## src/rtl/array_sum_reader.sv

```systemverilog
// Read-side initiator: streams `len` words from a fixed-latency block RAM starting
// at `base` and accumulates them into a wrapping sum, then pulses `done`.
module array_sum_reader #(
  parameter int ADDR_W = 10,
  parameter int DATA_W = 32,
  parameter int RD_LAT = 2
) (
  input  logic              clk,
  input  logic              rst,
  input  logic              start,
  input  logic [ADDR_W-1:0] base,
  input  logic [ADDR_W:0]   len,
  output logic              busy,
  output logic              done,
  output logic [DATA_W-1:0] sum,
  output logic              mem_read_en,
  output logic [ADDR_W-1:0] mem_read_addr,
  input  logic [DATA_W-1:0] mem_read_val
);

  typedef enum logic [1:0] {IDLE, ISSUE, DRAIN, DONE} state_t;

  state_t            state, state_nx;
  logic [ADDR_W-1:0] base_q;
  logic [ADDR_W:0]   len_q;
  logic [ADDR_W:0]   cnt;
  logic [RD_LAT-1:0] vpipe;
  logic [RD_LAT-1:0] vpipe_rest;
  logic              accept;
  logic              last_issue;

  assign accept     = (state == IDLE) && start;
  assign last_issue = (cnt == len_q - 1'b1);
  // Everything still in flight except the read being accumulated this cycle.
  assign vpipe_rest = vpipe << 1;

  // NOTE: every signal driven here gets a default first so no latch is inferred.
  always_comb begin
    state_nx      = state;
    busy          = (state != IDLE);
    done          = (state == DONE);
    mem_read_en   = 1'b0;
    mem_read_addr = '0;
    case (state)
      IDLE: begin
        if (start) state_nx = (len == '0) ? DONE : ISSUE;
      end
      ISSUE: begin
        mem_read_en   = 1'b1;
        mem_read_addr = base_q + cnt[ADDR_W-1:0];
        if (last_issue) state_nx = DRAIN;
      end
      DRAIN: begin
        if (vpipe_rest == '0) state_nx = DONE;
      end
      DONE: begin
        state_nx = IDLE;
      end
      default: state_nx = IDLE;
    endcase
  end

  // NOTE: the valid pipe is reset so RAM data in flight at reset is never summed.
  always_ff @(posedge clk or posedge rst) begin
    if (rst) begin
      state  <= IDLE;
      base_q <= '0;
      len_q  <= '0;
      cnt    <= '0;
      vpipe  <= '0;
      sum    <= '0;
    end else begin
      state <= state_nx;
      vpipe <= vpipe_rest | RD_LAT'(mem_read_en);
      if (accept) begin
        base_q <= base;
        len_q  <= len;
        cnt    <= '0;
        sum    <= '0;
      end else begin
        if (state == ISSUE) cnt <= cnt + 1'b1;
        if (vpipe[RD_LAT-1]) sum <= sum + mem_read_val;
      end
    end
  end

endmodule

```

## config.mk

```make
export PLATFORM = sky130hd
export DESIGN_NAME = array_sum_reader
export DESIGN_NICKNAME = d
export VERILOG_FILES = /design/src/rtl/array_sum_reader.sv
export SDC_FILE = /design/constraint.sdc
export NUM_CORES = 1
export LEC_CHECK = 0
export CAP_MARGIN = 20
export CORE_MARGIN = 4
export CORE_UTILIZATION = 50
export CTS_CLUSTER_DIAMETER = 50
export CTS_CLUSTER_SIZE = 12
export DETAILED_ROUTE_END_ITERATION = 6
export PLACE_DENSITY_LB_ADDON = 0.05
export RECOVER_POWER = 25
export SLEW_MARGIN = 15
export SYNTH_ARGS = -nofsm -noshare
export SYNTH_HDL_FRONTEND = slang
export SYNTH_SLANG_ARGS = --single-unit
```

## constraint.sdc

```tcl
create_clock -name clk -period 3.5 [get_ports clk]
set_input_delay 0.35 -clock clk [delete_from_list [all_inputs] [get_ports clk]]
set_output_delay 0.35 -clock clk [all_outputs]
set_load 0.1 [all_outputs]
```

==> metrics.md <==
| Metric | Value |
|---|---|
| Status | finished clean |
| Via count | 4883 |
| Hold Crit Class | flip-flop to flip-flop |
| Register area share after synthesis | 32.37% |
| Skew final | 0.01027 ns |
| Xor/xnor cell area share of the yosys netlist | 6.165% |
| Gpl congestion | 0.8599 |
| Std-Cell Core Area | 10280 sq um |
| Async SR Flop Fraction | 100.0% |
| Fraction of layout cells with a size suffix above 1 | 6.944% |
| Hold WS | 0.4002 ns |
| Area share of fa/ha/maj cells after synthesis | 11.95% |
| CP Capture Type | output port |
| Cts hold-fix bufs | 0 |
| Worst reg2reg path endpoint | sum[18] |
| Worst slew pin tran | 1.398 ns |
| Top Family by Delay on Critical Path | compound AO/OA/AOI/OAI gates |
| Slowest cell delay on critical path | 0.45 ns |
| First-pass GRT wire length | 23.20 mm |
| Hold Vio Cnt, Final | 0 |
| Post_cts resized | 0 |
| CP Class | flip-flop to output port |
| Post-Syn Area | 5256 sq um |
| Max Freq | 0.2989 GHz |
| Area of the die | 12220 sq um |
| Number of routed nets with antenna violations | 0 |
| Simple-Gate Fraction of Synth Area | 22.47% |
| Syn nets | 722 |
| Number of distinct library cells after synthesis | 65 |
| Design Area, Final | 6644 sq um |
| Fillcell total | 897 |
| Vias in the first global route | 4967 |
| Unrepaired setup endpoints after global routing | false |
| Yosys Warn Count | 0 |
| Clk sink count | 68 |
| Sequence of cells on the critical path | ha_1 > fa_1 > a21o_1 > a21oi_1 > o21bai_1 > a21oi_1 > o21bai_1 > a21oi_1 > xnor2_1 > and2_1 > buf_12 |
| Mean Syn Cell Area | 8.519 sq um |
| Req. time, crit path | 3.15 ns |
| Largest family of logic cells by synthesized area | simple AND/OR/NAND/NOR gates |
| DR WL/cell | 16.08 um |
| CP max-delay cell | dfrtp_1 |
| Max capacitance violation total | 0 |
| Crit share post-route | 95.60% |
| Relative slew slack | 6.717% |
| Reg-to-reg critical path startpoint | sum[0] |
| Setup_tns | 0 ns |
| Compound-Gate Fraction of Synth Area | 20.23% |
| H-tree depth | 3 |
| Pwr dens | 1075 nW/um^2 |
| Fin crit period | 3.346 ns |
| DRC errors left | 0 |
| Total buffers and inverters traversed by the critical path | 1 |
| Die Y | 110.5 um |
| Drt total wl | 13.76 mm |
| CP Max Fanout | 5 |
| Cell depth of the worst hold path | 0 |
| Worst hold start | vpipe[0] |
| Final Slew Violations | 0 |
| # setup viols final | 0 |
| Placement Setup Slack | 0.2529 ns |
| Post-CTS setup buffer count | 0 |
| Initial core utilization | 51.14% |
| CTS tree | yes |
| CTS Buf Count | 9 |
| Area overhead of the layout relative to synthesis | 26.40% |
| Die Wd | 110.5 um |
| Clk root buf | clkbuf_8 |
| Nets | 820 |
| Commonest non-fill, non-tap cell in the layout | nand2_1 |
| Placed cell areas | 6412 sq um |
| CP arrival | 3.00 ns |
| I/O pin count | 101 |
| Number of synthesized register bits | 68 |
| Antenna diodes | 0 |
| Max VDD drop | 0.8249 mV |
| Max clock buf depth | 2 |
| Gate Count Post-Synth | 617 |
| Worst Hold End | vpipe[1] |
| Final setup margin | 0.1542 ns |
| Most used DFF post-synth | dfrtp_1 |
| Pre-antenna DRT Iters | 5 |
| Multiplexer share of the synthesized area | 3.499% |
| Leakage | 3.073 nW |
| Crit path top cell by count | a21oi_1 |
| Critical path launch point type | flip-flop |
| Gr usage total | 22.67% |
| PortBufs | 100 |
| Clk slew on worst S/H paths | 0.07 ns |
| Total global routing overflow | 0 |
| FP Rows | 37 |
| Antenna violations before repair | 0 |
| Crit path from | cnt[0] |
| Most frequent cells in the layout | 94 x nand2_1, 87 x clkdlybuf4s50_1, 68 x dfrtp_1 |
| Drt via density | 5.704 |
| Clk_lat worst skew | 0.36 ns |
| Reg2reg setup slack | 0.66 ns |
| EDFF count, synth | 0 |
| Dpl hpwl | 10.29 mm |
| Starting DRT DRC Count | 226 |
| Largest net degree at the start of global routing | 37 |
| R2R depth | 11 |
-- area by class of cell --
cell class / instances / area (sq um) / area share (%)
Timing Repair Buffer: 108 / 1065 / 16.03
Clock inverter: 4 / 70.07 / 1.055
Tap cell: 136 / 170.2 / 2.561
Inverter: 23 / 86.33 / 1.299
Sequential cell: 68 / 1702 / 25.61
Clock buffer: 12 / 165.2 / 2.486
Multi-Input combinational cell: 505 / 3386 / 50.96
-- Yosys cell counts, drive strengths merged (5+ instances only) --
| cell type | number | area share, % |
|---|---|---|
| nand3 | 8 | 0.76 |
| dfrtp | 68 | 32 |
| nor2b | 7 | 0.98 |
| a211oi | 7 | 1.1 |
| nand4 | 6 | 0.71 |
| nor3 | 21 | 2.2 |
| a21oi | 43 | 4.1 |
| o211ai | 5 | 0.71 |
| nor2 | 47 | 3.4 |
| and2 | 16 | 1.9 |
| clkbuf | 14 | 1.0 |
| o21ai | 36 | 3.6 |
| or3 | 9 | 1.1 |
| inv | 23 | 1.6 |
| o21a | 17 | 2.4 |
| xnor2 | 19 | 3.2 |
| buf | 7 | 0.67 |
| mux2i | 15 | 2.9 |
| ha | 47 | 11 |
| nand3b | 6 | 0.86 |
| xor2 | 18 | 3.0 |
| nand2 | 94 | 6.7 |
| a21o | 17 | 2.4 |
| and3 | 6 | 0.71 |
| o21bai | 5 | 0.71 |
-- worst max path at each step --
stage          slack, ns  cells after the start          endpoint
4_1_cts             0.14                     11  mem_read_addr[8]
3_3_place_gp        0.36                     12           sum[18]
6_report            0.15                     11  mem_read_addr[8]
3_5_place_dp        0.25                     12           sum[18]
5_1_grt             0.03                     11  mem_read_addr[8]
2_1_floorplan       0.20                      6  mem_read_addr[9]
-- kinds of logic (layout without fill, tap and decap cells) --
family                   count (synthesis)  in the layout
AO/OA/AOI/OAI                          162            162
XOR/XNOR                                37             37
buffers and inverters                   44            147
multiplexers                            17             17
flip-flops                              68             68
adder cells (fa/ha/maj)                 49             49
AND/OR/NAND/NOR                        240            240
-- metal layers --
layer	vias up	wire length (um)	GRT usage [%]
met5	-	0	0
met4	0	202	7.307
met3	19	614	3.945
met2	129	7167	41.67
met1	2340	5779	26.61
li1	2395	-	-
-- through the flow --
stage,utilization [%],cells,total power [mW]
floorplan,-,617,5.229
global placement,62.39,840,6.257
detailed placement,62.39,840,6.351
CTS,64.68,856,7.164
global route,64.65,856,7.626
finish,64.65,856,7.142
-- state kept, by name, summed over array words and instances, names as in the netlist --
signal  flops
sum        32
state       2
cnt        11
base_q     10
len_q      11
vpipe       2
-- power by group --
part           switching, mW  total, mW  leakage (nW)  internal, mW
combinational           3.32       4.93          2.08          1.61
clock                  0.326      0.784         0.122         0.458
sequential             0.321       1.43         0.869          1.11
total                   3.97       7.14          3.07          3.17
Power figures use the tool's default switching activity.
